### config.mk
export PLATFORM = sky130hd
export DESIGN_NAME = kronos_wbu
export DESIGN_NICKNAME = d
export VERILOG_FILES = /design/src/rtl/kronos_wbu.sv
export SDC_FILE = /design/constraint.sdc
export NUM_CORES = 1
export LEC_CHECK = 0
export BUFFER_PORTS_ARGS = -buffer_cell sky130_fd_sc_hd__buf_2
export CORE_ASPECT_RATIO = 0.7
export CORE_UTILIZATION = 35
export DETAILED_ROUTE_END_ITERATION = 10
export PLACE_DENSITY = 0.67
export SLEW_MARGIN = 20
export SYNTH_ARGS = -nofsm -noshare
export SYNTH_HDL_FRONTEND = slang
export SYNTH_SLANG_ARGS = --single-unit
### constraint.sdc
create_clock -name clk -period 6.6 [get_ports clk]
set_input_delay 1.32 -clock clk [delete_from_list [all_inputs] [get_ports clk]]
set_output_delay 1.32 -clock clk [all_outputs]
set_load 0.01 [all_outputs]
### src/rtl/kronos_wbu.sv
// Write-back unit: pending-write scoreboard, in-order load queue and a single
// register-file write port shared between load responses and ALU results.
module kronos_wbu #(
  parameter int LQ_DEPTH = 2
) (
  input  logic        clk,
  input  logic        rst,
  input  logic        flush,
  input  logic        issue_vld,
  output logic        issue_rdy,
  input  logic [4:0]  issue_rd,
  input  logic        issue_load,
  input  logic [31:0] issue_data,
  input  logic        ld_ack,
  input  logic [31:0] ld_data,
  output logic        regwr_en,
  output logic [4:0]  regwr_sel,
  output logic [31:0] regwr_data,
  output logic        regwr_pending,
  output logic [31:0] pend_mask,
  output logic        lq_full,
  output logic        ld_spurious
);

  localparam int PW = $clog2(LQ_DEPTH);
  localparam int CW = PW + 1;

  logic [PW-1:0] wptr_q, wptr_d, rptr_q, rptr_d;
  logic [CW-1:0] cnt_q, cnt_d;
  logic [4:0]    lqRd_q [LQ_DEPTH];
  logic          lqSup_q [LQ_DEPTH];

  logic          skidVld_q, skidVld_d;
  logic [4:0]    skidRd_q, skidRd_d;
  logic [31:0]   skidData_q, skidData_d;

  logic          wrEn_q, wrEn_d;
  logic [4:0]    wrSel_q, wrSel_d;
  logic [31:0]   wrData_q, wrData_d;
  logic [31:0]   pend_q, pend_d;
  logic          spurious_q;

  logic          lqEmpty, rdBusy, accept, pushLd, aluWr, ackValid;
  logic [4:0]    headRd;
  logic          headSup;
  logic [31:0]   pendSet, pendClr;

  assign lqEmpty  = (cnt_q == '0);
  assign lq_full  = (cnt_q == CW'(LQ_DEPTH));
  assign headRd   = lqRd_q[rptr_q];
  assign headSup  = lqSup_q[rptr_q];

  // A write to a register that is still pending would reorder writes (WAW), so stall it.
  assign rdBusy    = (issue_rd != 5'd0) & pend_q[issue_rd];
  assign issue_rdy = ~rst & ~rdBusy & (issue_load ? ~lq_full : ~skidVld_q);
  assign accept    = issue_vld & issue_rdy & ~flush;
  assign pushLd    = accept & issue_load;
  assign aluWr     = accept & ~issue_load & (issue_rd != 5'd0);
  assign ackValid  = ld_ack & ~lqEmpty;

  assign pendSet = (accept && issue_rd != 5'd0) ? (32'd1 << issue_rd) : 32'd0;
  assign pendClr = wrEn_q ? (32'd1 << wrSel_q) : 32'd0;

  // Arbiter: load response beats skid entry, which beats a fresh ALU result.
  always_comb begin
    wptr_d     = wptr_q;
    rptr_d     = rptr_q;
    cnt_d      = cnt_q + CW'(pushLd) - CW'(ackValid);
    skidVld_d  = skidVld_q;
    skidRd_d   = skidRd_q;
    skidData_d = skidData_q;
    wrEn_d     = 1'b0;
    wrSel_d    = wrSel_q;
    wrData_d   = wrData_q;
    pend_d     = (pend_q & ~pendClr) | pendSet;
    if (pushLd) wptr_d = wptr_q + 1'b1;
    if (ackValid) rptr_d = rptr_q + 1'b1;
    if (ackValid) begin
      if (!headSup) begin
        wrEn_d   = 1'b1;
        wrSel_d  = headRd;
        wrData_d = ld_data;
      end
      if (aluWr) begin
        skidVld_d  = 1'b1;
        skidRd_d   = issue_rd;
        skidData_d = issue_data;
      end
    end else if (skidVld_q) begin
      wrEn_d    = 1'b1;
      wrSel_d   = skidRd_q;
      wrData_d  = skidData_q;
      skidVld_d = 1'b0;
    end else if (aluWr) begin
      wrEn_d   = 1'b1;
      wrSel_d  = issue_rd;
      wrData_d = issue_data;
    end
  end

  always_ff @(posedge clk or posedge rst) begin
    if (rst) begin
      wptr_q     <= '0;
      rptr_q     <= '0;
      cnt_q      <= '0;
      skidVld_q  <= 1'b0;
      skidRd_q   <= '0;
      skidData_q <= '0;
      wrEn_q     <= 1'b0;
      wrSel_q    <= '0;
      wrData_q   <= '0;
      pend_q     <= '0;
      spurious_q <= 1'b0;
      for (int i = 0; i < LQ_DEPTH; i++) begin
        lqRd_q[i]  <= '0;
        lqSup_q[i] <= 1'b0;
      end
    end else begin
      wptr_q     <= wptr_d;
      rptr_q     <= rptr_d;
      cnt_q      <= cnt_d;
      skidVld_q  <= skidVld_d;
      skidRd_q   <= skidRd_d;
      skidData_q <= skidData_d;
      wrEn_q     <= wrEn_d;
      wrSel_q    <= wrSel_d;
      wrData_q   <= wrData_d;
      pend_q     <= pend_d;
      spurious_q <= ld_ack & lqEmpty;
      // rd==0 loads still occupy a slot so their response is consumed silently.
      if (pushLd) begin
        lqRd_q[wptr_q]  <= issue_rd;
        lqSup_q[wptr_q] <= (issue_rd == 5'd0);
      end
    end
  end

  assign regwr_en      = wrEn_q;
  assign regwr_sel     = wrSel_q;
  assign regwr_data    = wrData_q;
  assign pend_mask     = pend_q;
  assign regwr_pending = |pend_q;
  assign ld_spurious   = spurious_q;

endmodule

==> impl_metrics.yaml <==
logic_synthesis:
  synthDistinctLibCells: 52
  ys_ff_latch: 125
  synth_top_cell_by_area: "dfrtp_1"
  synth_top_flop_cell: "dfrtp_1"
  synth_fa_ha_area_frac: 0.00348
  async_flop_share: 1.00
  synth_cells: 722
  synth_compound_area_frac: 0.191
  yosysSeqAreaShare: 0.435
  avgSynthCellArea_um2: 9.96
  syn-num-nets: 799
  yosysWarnings: 0
  ys_top_cells_by_area: "dfrtp_1, a21oi_1, mux2i_1"
  synth_edf_count: 0
  synth_mux_area_frac: 0.165
  synth_top_family_by_area: "compound AO/OA/AOI/OAI gates"
  synthXorXnorAreaFrac: 0.00487
  yosys.area.top_type_share: 0.435
  synthSimpleGateAreaFrac: 0.155
  netlist_area_um2: 7190
floorplanning:
  core_area_um2: 20000
  die_area_um2: 21100
  die_x_um: 173
  ioPinCount: 149
  initial_core_util: 0.360
  die_h_um: 122
  fp-row-count: 43
sta:
  finClkSkew_ns: 0.00803
  fin_ws_ns: 1.65
  relSlewSlack: 0.359
  period_minus_slack_ns: 4.95
  finalHoldViolations: 0
  timing.final.crit_share: 0.750
  max_freq_ghz: 0.202
  tightest_slew_ns: 0.960
  rsz0062_at_grt: "no"
  tns_ns: 0
  drv_slew: 0
  setup_viol: 0
clock_tree:
  clk_pin_slew_ns: 0.06
  cts_made_buffers: 17
  cts_root_buf: "clkbuf_16"
  cts_resized: 0
  clockBufferDepth: 2
  cts_tree: "built"
  h-tree-depth: 4
  post_cts_buffers: 0
  cts_hold_buf: 0
  cts_sinks: 125
  clk_latency_ns: 0.43
route:
  drc_errors: 0
  drtAntennaViolNets: 0
  wire_per_inst_um: 20.1
  finalWirelength_mm: 22.5
  drt_iter0_drc: 777
  vias: 6558
  routed_via_density: 5.87
  dr.pass1.iters: 6
worst_setup_path:
  crit_required_ns: 5.28
  crit_type: "input port to output port"
  crit_end: "issue_rdy"
  path_max_fanout: 16
  worstSetupStartpointType: "input port"
  r2r-end: "skidData_q[19]"
  crit_arrival_ns: 3.63
  regToRegStartpoint: "skidVld_q"
  reg2reg_slack_ns: 2.72
  rr_worst_depth: 7
  crit_path_start: "issue_rd[0]"
  worst_setup_path_end_kind: "output port"
hold_path:
  hold_path.class: "flip-flop to flip-flop"
power_and_ir_drop:
  power_mw: 3.66
  power_density_nw_per_um2: 421
  irDropWorstVdd_uv: 224
  leakagePower_nw: 3.63
global_route:
  grt_max_degree: 71
  grt_pass1_wl_mm: 35.5
  gr-total-overflow: 0
  grtUsageTotal: 0.217
  grt_pass1_vias: 6207
  antenna_found_initial: 0
cells_and_area:
  final_common_cell: "buf_2"
  area.growth.synth_to_final_pct: 20.9
  insertedDiodeCount: 0
  final_cell_mix: "buf_2, dfrtp_1, a21oi_1, o21ai_0, mux2i_1"
  layout-drive-gt1-share: 0.309
  fin_nets: 912
placed_design:
  gp_congestion: 0.888
  hpwlAfterDp_mm: 14.8
  pre_cts_slack_ns: 1.67
  io_buffers: 148
status:
  status: "finished, final reports clean"
job:
  max_cap_violations: 0
## cells in the mapped netlist, types with 4 or more instances
library cell and instances:
clkbuf_1 42, nand2_1 17, nand3_1 6, mux2_1 13, nand2b_1 10, nand4_1 37, o21ai_0 50, or2_2 5
a21oi_1 97, inv_1 8, nor4_1 8, o221ai_1 4, o32ai_1 4, nand3b_1 35, a211o_1 4, mux2_2 31
dfrtp_1 125, buf_6 6, o31ai_1 4, mux2i_1 47, nor2b_1 6, buf_2 8, buf_1 8, o211ai_1 42
xnor2_1 4, nor2_1 41, and3_1 5, o21ai_2 8, mux2_4 10
## cells by family (layout without fill, tap and decap cells)
logic type      Yosys count  after routing
compound gates          228            228
xor+xnor                  4              4
fa+ha+maj                 2              2
buf+inv                  74            200
flops                   125            125
mux                     104            104
simple gates            185            185
## cell type report
class / instances / area [um^2]
Multi-Input combinational cell: 523 / 3770
Clock inverter: 15 / 176
Inverter: 10 / 40.0
Clock buffer: 17 / 425
Sequential cell: 125 / 3130
Fill cell: 1896 / 11300
Timing Repair Buffer: 158 / 816
Tap cell: 270 / 338
## state kept, by name, indices dropped and copies added, names as in the netlist, 2 cells and up
register / flops
skidData_q: 32
regwr_sel: 5
lqSup_q: 2
regwr_data: 32
skidRd_q: 5
pend_mask: 32
lqRd_q: 10
cnt_q: 2
## critical path, stage by stage
cell	delay [ns]
buf_2	0.31
mux4_2	0.56
a2bb2oi_1	0.14
and3_1	0.20
or4_4	0.64
inv_2	0.26
buf_2	0.19
## worst min-delay path by stage
| stage | start | end | slack [ns] | depth (start not counted) |
|---|---|---|---|---|
| global route | skidData_q[26] | skidData_q[26] | 0.50 | 1 |
| global placement | skidData_q[31] | skidData_q[31] | 0.47 | 1 |
| floorplan | cnt_q[0] | ld_spurious | 0.46 | 1 |
| detailed placement | skidData_q[26] | skidData_q[26] | 0.48 | 1 |
| CTS | skidData_q[26] | skidData_q[26] | 0.49 | 1 |
| finish | skidData_q[21] | skidData_q[21] | 0.49 | 1 |
## metal layers
layer | share of wire | GRT usage
met1 | 0.49 | 0.334
met2 | 0.40 | 0.294
met3 | 0.092 | 0.0518
met4 | 0.012 | 0.0675
met5 | 0 | 0
## where the power goes
group | switching (mW) | internal (mW)
clock | 0.400 | 0.570
sequential | 0.350 | 1.09
combinational | 0.696 | 0.557
total | 1.45 | 2.21
## through the flow
stage               cells  hold slack [ns]   util  instance area, um^2
finish               1118            0.490  0.436                 8690
global route         1118            0.503  0.436                 8690
CTS                  1118            0.495  0.436                 8690
detailed placement   1086            0.481  0.405                 8090
global placement     1086            0.473  0.405                 8090
floorplan             722            0.459      -                 7190
Note: power is estimated with default switching activity, not from simulation.
